## src/rtl/br_outcome_queue.sv

```systemverilog
// Branch outcome queue: tracks in-flight conditional-branch predictions from fetch
// to commit and emits the in-order training stream for the branch predictor.
module br_outcome_queue #(
   parameter  int unsigned PRED_D   = 8,
   parameter  int unsigned SIMBRF   = 2,
   parameter  int unsigned SIMBRCOM = 2,
   localparam int unsigned TAGW     = $clog2(PRED_D)
) (
   input  logic                   clk,
   input  logic                   reset_,
   input  logic                   flush_,
   input  logic [SIMBRF-1:0]      alloc_,
   input  logic [SIMBRF-1:0]      alloc_pred,
   output logic [SIMBRF*TAGW-1:0] alloc_tag,
   output logic                   full,
   input  logic                   res_,
   input  logic [TAGW-1:0]        res_tag,
   input  logic                   res_taken_,
   input  logic [SIMBRCOM-1:0]    com_,
   output logic [SIMBRCOM-1:0]    br_commit_,
   output logic [SIMBRCOM-1:0]    br_taken_,
   output logic [SIMBRCOM-1:0]    br_pred_miss_,
   output logic                   err
);

   localparam int unsigned PW = TAGW + 1;

   logic [PW-1:0]       head_q, head_d, tail_q, tail_d;
   logic [PRED_D-1:0]   valid_q, valid_d;
   logic [PRED_D-1:0]   pred_q, pred_d;
   logic [PRED_D-1:0]   resolved_q, resolved_d;
   logic [PRED_D-1:0]   taken_q, taken_d;
   logic [SIMBRCOM-1:0] fb_commit_q, fb_commit_d;
   logic [SIMBRCOM-1:0] fb_taken_q, fb_taken_d;
   logic [SIMBRCOM-1:0] fb_miss_q, fb_miss_d;
   logic                err_q, err_d;

   logic [PW-1:0]       count;
   logic [PW-1:0]       n_alloc;
   logic [PW-1:0]       n_com;
   logic                alloc_run, alloc_ok;
   logic                com_run;
   logic                res_eff;
   logic                res_hit;
   logic                ent_res, ent_taken;
   logic [TAGW-1:0]     idx;

   assign count = tail_q - head_q;
   assign full  = (PRED_D - 32'(count)) < SIMBRF;

   always_comb begin
      for (int unsigned i = 0; i < SIMBRF; i++) begin
         alloc_tag[i*TAGW +: TAGW] = tail_q[TAGW-1:0] + TAGW'(i);
      end
   end

   always_comb begin
      valid_d     = valid_q;
      pred_d      = pred_q;
      resolved_d  = resolved_q;
      taken_d     = taken_q;
      head_d      = head_q;
      tail_d      = tail_q;
      fb_commit_d = '1;
      fb_taken_d  = '1;
      fb_miss_d   = '1;
      err_d       = 1'b0;
      n_alloc     = '0;
      n_com       = '0;
      alloc_run   = 1'b1;
      com_run     = 1'b1;
      res_hit     = 1'b0;
      ent_res     = 1'b0;
      ent_taken   = 1'b0;
      idx         = '0;

      // Resolutions and allocations are dropped in a flush cycle; commits are not.
      res_eff = ~res_ & flush_;

      for (int unsigned i = 0; i < SIMBRF; i++) begin
         alloc_run = alloc_run & ~alloc_[i];
         if (alloc_run) n_alloc = n_alloc + PW'(1);
      end
      alloc_ok = flush_ & ~full & (n_alloc != '0);

      if (res_eff && valid_q[res_tag]) begin
         resolved_d[res_tag] = 1'b1;
         taken_d[res_tag]    = ~res_taken_;
      end

      // Same-cycle resolution of a retiring entry is forwarded into its feedback.
      for (int unsigned i = 0; i < SIMBRCOM; i++) begin
         com_run = com_run & ~com_[i] & (PW'(i) < count);
         idx     = head_q[TAGW-1:0] + TAGW'(i);
         if (com_run) begin
            res_hit   = res_eff && (res_tag == idx) && valid_q[idx];
            ent_res   = resolved_q[idx] | res_hit;
            ent_taken = res_hit ? ~res_taken_ : taken_q[idx];
            if (ent_res) begin
               fb_commit_d[i] = 1'b0;
               fb_taken_d[i]  = ~ent_taken;
               fb_miss_d[i]   = ~(ent_taken ^ pred_q[idx]);
            end else begin
               err_d = 1'b1;
            end
            valid_d[idx]    = 1'b0;
            resolved_d[idx] = 1'b0;
            n_com           = n_com + PW'(1);
         end
      end
      head_d = head_q + n_com;

      if (alloc_ok) begin
         for (int unsigned i = 0; i < SIMBRF; i++) begin
            idx = tail_q[TAGW-1:0] + TAGW'(i);
            if (PW'(i) < n_alloc) begin
               valid_d[idx]    = 1'b1;
               pred_d[idx]     = alloc_pred[i];
               resolved_d[idx] = 1'b0;
               taken_d[idx]    = 1'b0;
            end
         end
         tail_d = tail_q + n_alloc;
      end

      if (!flush_) begin
         valid_d    = '0;
         resolved_d = '0;
         head_d     = '0;
         tail_d     = '0;
      end
   end

   always_ff @(posedge clk or negedge reset_) begin
      if (!reset_) begin
         head_q      <= '0;
         tail_q      <= '0;
         valid_q     <= '0;
         pred_q      <= '0;
         resolved_q  <= '0;
         taken_q     <= '0;
         fb_commit_q <= '1;
         fb_taken_q  <= '1;
         fb_miss_q   <= '1;
         err_q       <= 1'b0;
      end else begin
         head_q      <= head_d;
         tail_q      <= tail_d;
         valid_q     <= valid_d;
         pred_q      <= pred_d;
         resolved_q  <= resolved_d;
         taken_q     <= taken_d;
         fb_commit_q <= fb_commit_d;
         fb_taken_q  <= fb_taken_d;
         fb_miss_q   <= fb_miss_d;
         err_q       <= err_d;
      end
   end

   assign br_commit_    = fb_commit_q;
   assign br_taken_     = fb_taken_q;
   assign br_pred_miss_ = fb_miss_q;
   assign err           = err_q;

endmodule

```

## config.mk

```make
export PLATFORM = sky130hd
export DESIGN_NAME = br_outcome_queue
export DESIGN_NICKNAME = d
export VERILOG_FILES = /design/src/rtl/br_outcome_queue.sv
export SDC_FILE = /design/constraint.sdc
export NUM_CORES = 1
export LEC_CHECK = 0
export BUFFER_PORTS_ARGS = -buffer_cell sky130_fd_sc_hd__buf_2
export CORE_UTILIZATION = 57
export CTS_BUF_LIST = sky130_fd_sc_hd__clkbuf_8
export CTS_CLUSTER_SIZE = 20
export DETAILED_ROUTE_END_ITERATION = 6
export GPL_TIMING_DRIVEN = 1
export PLACE_DENSITY = 0.8
export SYNTH_ARGS = -nofsm -noshare
export SYNTH_HDL_FRONTEND = slang
export SYNTH_SLANG_ARGS = --single-unit
```

## constraint.sdc

```tcl
create_clock -name clk -period 3.33 [get_ports clk]
set_input_delay 0.666 -clock clk [delete_from_list [all_inputs] [get_ports clk]]
set_output_delay 0.666 -clock clk [all_outputs]
set_load 0.05 [all_outputs]
```

==> metrics.md, run 1 <==
| Metric | Value |
|---|---|
| Slew Limit Fails | 0 |
| Drt drc | 0 |
| CTS buffer count | 5 |
| Clock transition at path regs | 0.09 ns |
| Sum Neg Setup Slack | -0.03395 ns |
| Global placement routability congestion | ~1 |
| Ys async rst share | 1.000 |
| Starting Density | 0.5960 |
| DR WL/cell | ~18 µm |
| I/O Pins | 28 |
| Clk_skew | approximately 0.014 ns |
| Pwr per Cell Area | between 800 and 900 nW/µm² |
| Largest net degree at the start of global routing | 48 |
| Mean Syn Cell Area | between 8 and 9 µm² |
| Total Power | 3.457 mW |
| Fin crit period | ~3.4 ns |
| Synth-to-Final Area Change | 12.87% |
| Iteration-0 DRC Markers | 523 |
| Synthesized area | about 3500 µm² |
| Worst Setup End Kind | primary output |
| Worst-Skew Late Latency | 0.32 ns |
| Critical path peak fanout | 3 |
| Final worst-path setup slack | -0.03395 ns |
| Main flop type after synthesis | dfrtp_1 |
| Outcome | finished with violations |
| Hold Path Class | primary input to async pin |
| Critical path type | flop to primary output |
| Vias in the first global route | about 2900 |
| Final Non-Filler Cells | about 500 |
| All-Layer GR Usage | 0.2996 |
| Share of Yosys cell area claimed by the top area cell type | 0.2890 |
| Share of cells above drive strength 1 | 0.2394 |
| Final core occ | 0.6727 |
| Final wirelength | about 9100 µm |
| First-pass GRT wire length | 14650 µm |
| Fin crit share | 1.010 |
| Fin nets | roughly 450 |
| Failing checks | negative setup slack |
| EDFF count, synth | 0 |
| Critical path startpoint category | flop |
| Congestion Overflow GR | 0 |
| Clock Sinks | 47 |
| Die area | 6547 µm² |
| Synth Net Count | between 400 and 500 |
| Hold buffers post-CTS | 0 |
| Syn Inst Count | between 300 and 400 |
| Final setup viols | 1 |
| Max VDD drop | between 0.0008 and 0.0009 V |
| Top-count cell post-synth | nand2_1 |
| Initial antenna violation count | 0 |
| Die width | approximately 81 µm |
| Worst path required time | between 2 and 3 ns |
| FP Rows | 28 |
| DR pass1 iterations | 5 |
| Die span in y | between 80 and 90 µm |
| DRT antenna net count | 0 |
| Fmax | slightly below 300 MHz |
| Post-synth top cells | 45 x nand2_1, 41 x dfrtp_1, 38 x nor2_1 |
| Pre-CTS setup slack | 0.09102 ns |
| Hold Violations, Final | 0 |
| Area leader, netlist | dfrtp_1 |
| Root Driver | clkbuf_8 |
| Vias | between 3000 and 4000 |
| RSZ-0062 raised after global routing | true |
| Slew margin rel. | 0.3046 |
| Core box area | approximately 6000 µm² |
| Max Cap Violations | 0 |
| H-tree depth | 2 |
| Clk buf depth | 2 |
| HPWL Detailed | 6856 µm |
| CTS tree | built |
| Seq/Total Area, Yosys | 0.3335 |
| Yosys warning count | 0 |
| Avg Vias per Cell | between 6 and 7 |
| CP arrival | between 2 and 3 ns |
| I/O Buffers | 27 |
| Placed instance count | between 400 and 500 |
| Slew @ Worst Pin | about 1.0 ns |
| Synth unique cells | 58 |
| Synthesis-stage register bit count | between 40 and 50 |
| Inserted Diodes | 0 |
| Leak Pwr | around 1.7 nW |
| Synth area leaders | dfrtp_1 29%, nand2_1 4.8%, dfstp_2 4.4% |
[state kept, by name, indices dropped and copies added, names as in the netlist, 2 cells and up]
signal	cells
br_taken_	2
br_pred_miss_	2
head_q	4
br_commit_	2
pred_q	8
valid_q	8
taken_q	8
resolved_q	8
tail_q	4
[routing by layer]
layer,routed length [µm],part of all wire,global-route usage,up-vias
met1,3977,0.44,0.4265,1526
li1,-,-,-,1503
met2,4253,0.47,0.4765,153
met5,0,0,0,-
met4,185,0.020,0.07857,0
met3,703,0.077,0.04270,23
[report_power, final]
part           internal (mW)  leakage, nW  switching [mW]
Combinational          0.976         1.04            1.32
Sequential             0.681        0.622          0.0994
Clock                  0.156       0.0467           0.222
Total                   1.81         1.71            1.64
[cells in the final DEF, fill, tap and decap left out, types with 8 or more instances in the layout]
master and instances:
nor2b_1 8, xnor2_1 8, inv_1 11, buf_4 20
nand3_1 13, o22ai_1 9, dfrtp_1 41, buf_2 26
nand2_1 44, mux2i_1 12, mux2_2 8, a21oi_1 19
o21ai_0 17, nor2_1 38, nand2b_1 11
[path summary, 6_finish.rpt]
check | depth (start not counted) | from | end | slack, ns
worst max-delay path | 8 | tail_q[0] | full | -0.03
min in group clk | 1 | pred_q[7] | pred_q[7] | 0.54
worst min-delay path | 1 | reset_ | tail_q[3] | 0.53
worst min register to register | 1 | pred_q[7] | pred_q[7] | 0.54
max in group asynchronous | 1 | reset_ | resolved_q[2] | 2.16
worst max register to register | 11 | tail_q[0] | pred_q[5] | 0.13
[cells by family (layout without fill, tap and decap cells)]
logic type | count (synthesis) | after routing | share of synthesized area
compound gates | 93 | 93 | 0.1791
flops | 47 | 47 | 0.3334
mux | 32 | 32 | 0.1227
fa+ha+maj | 14 | 14 | 0.05569
xor+xnor | 12 | 12 | 0.03384
buf+inv | 36 | 67 | 0.04441
simple gates | 161 | 161 | 0.2309
[area by class of cell]
type / count / area [µm²]
Clock buffer: 5 / 68.82
Inverter: 12 / 48.80
Sequential cell: 47 / 1184
Clock inverter: 3 / 27.53
Tap cell: 75 / 93.84
Fill cell: 478 / 1949
Multi-Input combinational cell: 312 / 2288
Timing Repair Buffer: 47 / 295.3
[critical path, cell delays in order (launching register included)]
cell and delay, ns:
dfrtp_1 0.40, clkinvlp_4 0.14, ha_4 0.18, fa_2 0.61, ha_4 0.21, or3_4 0.37, nor3_4 0.22, a21o_4 0.12
buf_8 0.13
[metrics by stage]
| step | hold slack [ns] | area (µm²) |
|---|---|---|
| after floorplan | 0.3704 | 3643 |
| after global placement | 0.5130 | 3851 |
| after detailed placement | 0.5162 | 3851 |
| after CTS | 0.5394 | 3976 |
| after global routing | 0.5704 | 4006 |
| final | 0.5297 | 4006 |
[timing repair]
item,in CTS,in global routing
endpoints found under the setup margin,1,1
pin swaps,2,5
buffers inserted,3,3
resized for setup,2,2
Power figures use the tool's default switching activity.
==> run 2: changes to the inputs <==
ABC_AREA = 1   (was unset)
==> run 2 against run 1 <==
  * Final cell count increased by 33%
  * Sequential power down 2%
  * Flip-flop and latch count did not move
  * First-iteration DRC count decreased by 16%
  * Global-route usage is 6.2 points higher
  * Maximum frequency rose by 4.5%
  * Critical path type unchanged
  * Worst hold slack worse by 0.15 ns
  * Clock-buffer cell count unchanged
  * The run now ends clean
==> metrics.md, run 2 <==
| Metric | Value |
|---|---|
| Vias in the first global route | 3643 (was 2869) |
| Vias | 3917 (was 3205) |
| Clk_skew | 0.005675 ns (was 0.01449 ns) |
| Die span in y | 82.43 µm (was 80.92 µm) |
| Clock Sinks | 47 (unchanged) |
| Crit. Startpoint | tail_q[0] (unchanged) |
| Pwr per Cell Area | 915.3 nW/µm² (was 862.8 nW/µm²) |
| Sum Neg Setup Slack | 0 ns (was -0.03395 ns) |
| Share of cells above drive strength 1 | 0.1214 (was 0.2394) |
| Die area | 6795 µm² (was 6547 µm²) |
| Reg2Reg Setup Slack | 0.22 ns (was 0.13 ns) |
| Fin crit share | 0.9666 (was 1.010) |
| Main flop type after synthesis | dfrtp_1 (unchanged) |
| H-tree depth | 2 (unchanged) |
| Cell-internal power | 1.740 mW (was 1.813 mW) |
| Worst Setup End Kind | primary output (unchanged) |
| Slew margin rel. | 0.5540 (was 0.3046) |
| Die width | 82.43 µm (was 80.92 µm) |
| Core box area | 6096 µm² (was 5956 µm²) |
| RSZ-0062 raised after global routing | false (was true) |
| Worst r2r src | tail_q[0] (unchanged) |
| Critical path type | flop to primary output (unchanged) |
| Critical path peak fanout | 10 (was 3) |
| Leading cell types in the layout, fill and taps excluded | 160 x nand2_1, 77 x nor2_1, 56 x inv_1 (was 44 x nand2_1, 41 x dfrtp_1, 38 x nor2_1) |
| Synth unique cells | 37 (was 58) |
| Fmax | 310.7 MHz (was 297.3 MHz) |
| DRT antenna net count | 0 (unchanged) |
| Final wirelength | 11070 µm (was 9120 µm) |
| Share of Yosys cell area claimed by the top area cell type | 0.2782 (was 0.2890) |
| Synth Net Count | 594 (was 423) |
| Avg Vias per Cell | 5.864 (was 6.397) |
| I/O Buffers | 27 (unchanged) |
| Levels on crit path | 9 (was 8) |
| I/O Pins | 28 (unchanged) |
| HPWL Detailed | 8347 µm (was 6856 µm) |
| DR WL/cell | 16.57 µm (was 18.20 µm) |
| Cell family with most CP delay | adder cells (unchanged) |
| Top-count cell post-synth | nand2_1 (unchanged) |
| Max Cap Violations | 0 (unchanged) |
| Sequential Power Share | 0.207 (was 0.226) |
| Comb power frac | 0.654 (was 0.665) |
| Total Power | 3.713 mW (was 3.457 mW) |
| Fin crit period | 3.219 ns (was 3.364 ns) |
| Slew Limit Fails | 0 (unchanged) |
| Sw Share | 0.5314 (was 0.4756) |
| Slew @ Worst Pin | 0.6690 ns (was 1.043 ns) |
| Synthesis-stage register bit count | 47 (unchanged) |
| Worst-Skew Late Latency | 0.31 ns (was 0.32 ns) |
| Clk buf depth | 2 (unchanged) |
| Outcome | complete, no violations (was finished with violations) |
| Post-synth top cells | 160 x nand2_1, 77 x nor2_1, 57 x inv_1 (was 45 x nand2_1, 41 x dfrtp_1, 38 x nor2_1) |
| FP Rows | 28 (unchanged) |
| Root Driver | clkbuf_8 (unchanged) |
| Crit path cell chain | clkinvlp_4 > ha_4 > fa_2 > ha_4 > xor2_1 > nor2_1 > nand3_4 > inv_1 > buf_4 (was clkinvlp_4 > ha_4 > fa_2 > ha_4 > or3_4 > nor3_4 > a21o_4 > buf_8) |
| Final setup viols | 0 (was 1) |
| EDFF count, synth | 0 (unchanged) |
| DR pass1 iterations | 6 (was 5) |
| Iteration-0 DRC Markers | 439 (was 523) |
| Drt drc | 0 (unchanged) |
| Hold buffers post-CTS | 0 (unchanged) |
| Hold Path Class | primary input to async pin (unchanged) |
| CP max stage delay | 0.47 ns (was 0.61 ns) |
| CP arrival | 2.55 ns (was 2.70 ns) |
| All-Layer GR Usage | 0.3616 (was 0.2996) |
| CP most frequent cell | ha_4 (unchanged) |
| Leak Pwr | 2.052 nW (was 1.709 nW) |
| Synth-to-Final Area Change | 10.01% (was 12.87%) |
| Yosys warning count | 0 (unchanged) |
| Synthesized area | 3687 µm² (was 3550 µm²) |
| Syn Inst Count | 566 (was 395) |
| Worst path required time | 2.66 ns (about the same) |
| WHS | 0.3763 ns (was 0.5297 ns) |
| Worst reg2reg path depth | 12 (was 11) |
| R2r endpoint | head_q[2] (was pred_q[5]) |
| Hold Violations, Final | 0 (unchanged) |
| CP bufs+invs | 3 (was 2) |
| First-pass GRT wire length | 17970 µm (was 14650 µm) |
| CTS buffer count | 5 (unchanged) |
| Global placement routability congestion | 1.030 (was 0.9840) |
| Max VDD drop | 0.0007500 V (was 0.0008236 V) |
| Initial antenna violation count | 0 (unchanged) |
| CTS tree | built (unchanged) |
| Mean Syn Cell Area | 6.515 µm² (was 8.986 µm²) |
| Critical path startpoint category | flop (unchanged) |
| Sw Pwr | 1.973 mW (was 1.644 mW) |
| Fin nets | 620 (was 453) |
| Commonest non-fill, non-tap cell in the layout | nand2_1 (unchanged) |
| Synth area leaders | dfrtp_1 28%, nand2_1 16%, nor2_1 7.8% (was dfrtp_1 29%, nand2_1 4.8%, dfstp_2 4.4%) |
| Seq/Total Area, Yosys | 0.3210 (was 0.3335) |
| Area leader, netlist | dfrtp_1 (unchanged) |
| Clock transition at path regs | 0.10 ns (was 0.09 ns) |
| Clock power frac | 0.139 (was 0.109) |
| Inserted Diodes | 0 (unchanged) |
| Filler Cell Count | 576 (was 478) |
| Congestion Overflow GR | 0 (unchanged) |
| CP max stage cell | fa_2 (unchanged) |
| Starting Density | 0.6049 (was 0.5960) |
| Ys async rst share | 1.000 (unchanged) |
| Largest net degree at the start of global routing | 38 (was 48) |
[run 2: changes by cell type in the layout (fill, tap and decap cells not counted), moves of 9 or more]
cell / delta
nand2_1: +116
nand3_1: +39
o21ai_0: +27
a21oi_1: +13
nor2_1: +39
o21ai_1: +12
mux2i_1: -12
inv_1: +45
buf_4: -9
nand2b_1: -10
[run 2: worst max path at each step]
| stage | to | slack [ns] |
|---|---|---|
| finish | full | 0.11 |
| detailed placement | head_q[2] | 0.13 |
| global route | full | 0.02 |
| global placement | head_q[2] | 0.27 |
| floorplan | head_q[2] | 0.02 |
| CTS | full | 0.07 |
[run 2: kinds of logic (layout without fill, tap and decap cells)]
logic type      Yosys count  count (layout)  share of synthesized area
fa+ha+maj                14              14                    0.05361
simple gates            314             314                     0.3665
buf+inv                  81             108                    0.09365
flops                    47              47                     0.3210
compound gates          104             104                     0.1490
xor+xnor                  6               6                    0.01629
[run 2: metal layers]
layer,track usage,up-vias,part of all wire
met1,0.4699,1774,0.42
met5,0,-,0
met3,0.06813,34,0.097
met2,0.5793,232,0.45
met4,0.1667,0,0.034
li1,-,1877,-
[run 2: power by group through the flow]
| stage | Sequential (mW) | Clock [mW] | Combinational, mW |
|---|---|---|---|
| 2_1_floorplan | 0.881 | 0 | 1.68 |
| 3_3_place_gp | 0.780 | 0 | 2.29 |
| 3_5_place_dp | 0.783 | 0 | 2.34 |
| 4_1_cts | 0.764 | 0.521 | 2.38 |
| 5_1_grt | 0.781 | 0.538 | 2.65 |
| 6_report | 0.768 | 0.515 | 2.43 |
[run 2: per-stage QoR]
step	instances	utilization	instance area [µm²]	setup WS [ns]
floorplan	566	-	3717	0.01754
global placement	659	0.6410	3908	0.2749
global route	668	0.6654	4056	0.02040
CTS	668	0.6650	4054	0.06577
finish	668	0.6654	4056	0.1114
detailed placement	659	0.6410	3908	0.1306
[run 2: area by class of cell]
cell class	instances	area, µm²	share of cell area
clock buffers	5	68.82	0.01696
clock inverters	3	67.56	0.01666
inverters	63	242.7	0.05984
multi-input cells	438	2186	0.5389
flip-flops and latches	47	1185	0.2921
well taps	75	93.84	0.02313
repair buffers	37	212.7	0.05244
[run 2: worst register-to-register path: stages (launching register included)]
cell        delay [ns]
dfrtp_2           0.40
clkinvlp_4        0.16
ha_4              0.20
fa_2              0.58
ha_4              0.17
nand3_4           0.08
nand2_4           0.14
inv_1             0.14
ha_1              0.32
ha_1              0.22
fa_1              0.38
o21ai_0           0.15
a21oi_1           0.06
[run 2: repair_timing]
action,in CTS,in global routing
buffers inserted,1,0
gates cloned,0,0
endpoints found under the hold margin,0,0
resized for setup,1,1
setup endpoints to repair,1,1
pin swaps,0,1
==> run 3: changes to the inputs <==
==> constraint.sdc (replaced) <==
create_clock -name clk -period 3.33 [get_ports clk]
set_input_delay 0.333 -clock clk [delete_from_list [all_inputs] [get_ports clk]]
set_output_delay 0.333 -clock clk [all_outputs]
set_load 0.05 [all_outputs]
==> run 3 against run 2 <==
  * Power fell by 3.0%
  * Sequential power about the same
  * Non-clock buffer count rose by 2
  * Flip-flop and latch count unchanged
  * Register-to-register slack worse by 0.09 ns
  * Critical endpoint is now head_q[2]
==> metrics.md, run 3 (synthesis gave the netlist of run 2 again) <==
| Metric | Value |
|---|---|
| Final wirelength | 11320 µm (was 11070 µm) |
| Avg Vias per Cell | 5.827 (was 5.864) |
| Iteration-0 DRC Markers | 329 (was 439) |
| Die area | 6795 µm² (unchanged) |
| Crit. Startpoint | tail_q[0] (unchanged) |
| Fin crit period | 3.203 ns (was 3.219 ns) |
| Die width | 82.43 µm (unchanged) |
| Vias | 3904 (was 3917) |
| Cell family with most CP delay | adder cells (unchanged) |
| Commonest non-fill, non-tap cell in the layout | nand2_1 (unchanged) |
| I/O Pins | 28 (unchanged) |
| R2r endpoint | head_q[2] (unchanged) |
| Largest net degree at the start of global routing | 38 (unchanged) |
| Root Driver | clkbuf_8 (unchanged) |
| Fmax | 312.2 MHz (was 310.7 MHz) |
| Fin nets | 622 (was 620) |
| Pwr per Cell Area | 890.7 nW/µm² (was 915.3 nW/µm²) |
| Global placement routability congestion | 1.017 (was 1.030) |
| Max VDD drop | 0.0007731 V (was 0.0007500 V) |
| I/O Buffers | 27 (unchanged) |
| Critical path startpoint category | flop (unchanged) |
| Slew @ Worst Pin | 0.6553 ns (was 0.6690 ns) |
| Synth-to-Final Area Change | 9.603% (was 10.01%) |
| Die span in y | 82.43 µm (unchanged) |
| RSZ-0062 raised after global routing | false (unchanged) |
| H-tree depth | 2 (unchanged) |
| Slew Limit Fails | 0 (unchanged) |
| FP Rows | 28 (unchanged) |
| Reg2Reg Setup Slack | 0.13 ns (was 0.22 ns) |
| Filler Cell Count | 558 (was 576) |
| Critical path type | flop to flop (was flop to primary output) |
| HPWL Detailed | 8418 µm (was 8347 µm) |
| Hold Violations, Final | 0 (unchanged) |
| CP arrival | 3.41 ns (was 2.55 ns) |
| DR pass1 iterations | 5 (was 6) |
| CP max stage delay | 0.58 ns (was 0.47 ns) |
| Pre-CTS setup slack | 0.02451 ns (was 0.1306 ns) |
| Worst-Skew Late Latency | 0.32 ns (was 0.31 ns) |
| Initial antenna violation count | 0 (unchanged) |
| Worst r2r src | tail_q[0] (unchanged) |
| Worst path required time | 3.54 ns (was 2.66 ns) |
| Core box area | 6096 µm² (unchanged) |
| Vias in the first global route | 3707 (was 3643) |
| First-pass GRT wire length | 18640 µm (was 17970 µm) |
| CTS buffer count | 5 (unchanged) |
| Critical path peak fanout | 10 (unchanged) |
| Worst reg2reg path depth | 12 (unchanged) |
| Share of cells above drive strength 1 | 0.1244 (was 0.1214) |
| Hold Path Class | primary input to async pin (unchanged) |
| Final setup viols | 0 (unchanged) |
| Sum Neg Setup Slack | 0 ns (unchanged) |
| Clk buf depth | 2 (unchanged) |
| DRT antenna net count | 0 (unchanged) |
| Multi-input gate area | 2206 µm² (was 2186 µm²) |
| CP max stage cell | fa_2 (unchanged) |
| CTS tree | built (unchanged) |
| Congestion Overflow GR | 0 (unchanged) |
| Crit path cell chain | clkinvlp_4 > ha_4 > fa_2 > ha_4 > nand3_4 > nand2_8 > inv_1 > ha_1 > ha_1 > fa_1 > o21ai_0 > a21oi_1 (was clkinvlp_4 > ha_4 > fa_2 > ha_4 > xor2_1 > nor2_1 > nand3_4 > inv_1 > buf_4) |
| Inserted Diodes | 0 (unchanged) |
| DR WL/cell | 16.90 µm (was 16.57 µm) |
| Outcome | complete, no violations (unchanged) |
| Fin crit share | 0.9619 (was 0.9666) |
| Clock transition at path regs | 0.10 ns (about the same) |
| All-Layer GR Usage | 0.3775 (was 0.3616) |
| Hold buffers post-CTS | 0 (unchanged) |
| Clk_skew | 0.005536 ns (was 0.005675 ns) |
| Clock Sinks | 47 (unchanged) |
| CP bufs+invs | 2 (was 3) |
| Leak Pwr | 2.038 nW (was 2.052 nW) |
| Final worst-path setup slack | 0.1269 ns (was 0.1114 ns) |
| Drt drc | 0 (unchanged) |
| Leading cell types in the layout, fill and taps excluded | 160 x nand2_1, 77 x nor2_1, 56 x inv_1 (unchanged) |
| Worst Setup End Kind | flop (was primary output) |
| Max Cap Violations | 0 (unchanged) |
| Slew margin rel. | 0.5631 (was 0.5540) |
| FF+latch area | 1185 µm² (unchanged) |
| Starting Density | 0.6049 (unchanged) |
[run 3: cell count changes in the layout (fill, tap and decap cells not counted), sizes merged]
cell / change
bufinv: -2
clkinv: +1
clkinvlp: +1
buf: +2
[run 3: worst reg2reg max path, stage by stage (launching register included)]
cell and delay (ns):
dfrtp_2 0.41, clkinvlp_4 0.17, ha_4 0.20, fa_2 0.58, ha_4 0.18, nand3_4 0.16, nand2_8 0.14, inv_1 0.11
ha_1 0.32, ha_1 0.21, fa_1 0.40, o21ai_0 0.16, a21oi_1 0.05
[run 3: where the power goes]
| part | total, mW | switching [mW] | internal [mW] | leakage, nW |
|---|---|---|---|---|
| clock network | 0.369 | 0.222 | 0.147 | 0.0402 |
| logic | 2.46 | 1.71 | 0.755 | 1.37 |
| registers | 0.768 | 0.0787 | 0.689 | 0.625 |
| total | 3.60 | 2.01 | 1.59 | 2.04 |
[run 3: area by class of cell]
cell class	instances	share of cell area
clock buffer	5	0.01703
tap	75	0.02322
sequential	47	0.2932
multi-input combinational	438	0.5458
timing repair buffer	39	0.05573
clock inverter	3	0.004954
inverter	63	0.06006
[run 3: per-layer routing]
layer  vias to the layer above  routed length [µm]  global-route usage
met2                       229                5225              0.6339
met4                         0                 269              0.1281
met5                         -                   0                   0
met1                      1768                4730              0.4883
li1                       1882                   -                   -
met3                        25                1098             0.06593
[run 3: worst max-delay path by stage]
stage / endpoint / slack, ns / cells past startpoint
global placement: head_q[2] / 0.16 / 12
finish: head_q[2] / 0.13 / 12
global route: head_q[2] / 0.003 / 12
detailed placement: head_q[2] / 0.02 / 12
CTS: head_q[2] / 0.003 / 12
floorplan: head_q[2] / 0.02 / 13
[run 3: what timing repair did]
action	in CTS	in global routing
endpoints found under the setup margin	0	2
resized for setup	0	3
setup buffers	0	1
[run 3: metrics by stage]
step	total power, mW	cells	utilization	hold slack (ns)	instance area, µm²
floorplan	2.564	566	-	0.03741	3717
global placement	3.056	661	0.6435	0.3797	3923
detailed placement	3.133	661	0.6435	0.3959	3923
CTS	3.499	669	0.6580	0.05858	4011
global route	3.859	670	0.6630	0.08177	4041
finish	3.600	670	0.6630	0.03260	4041
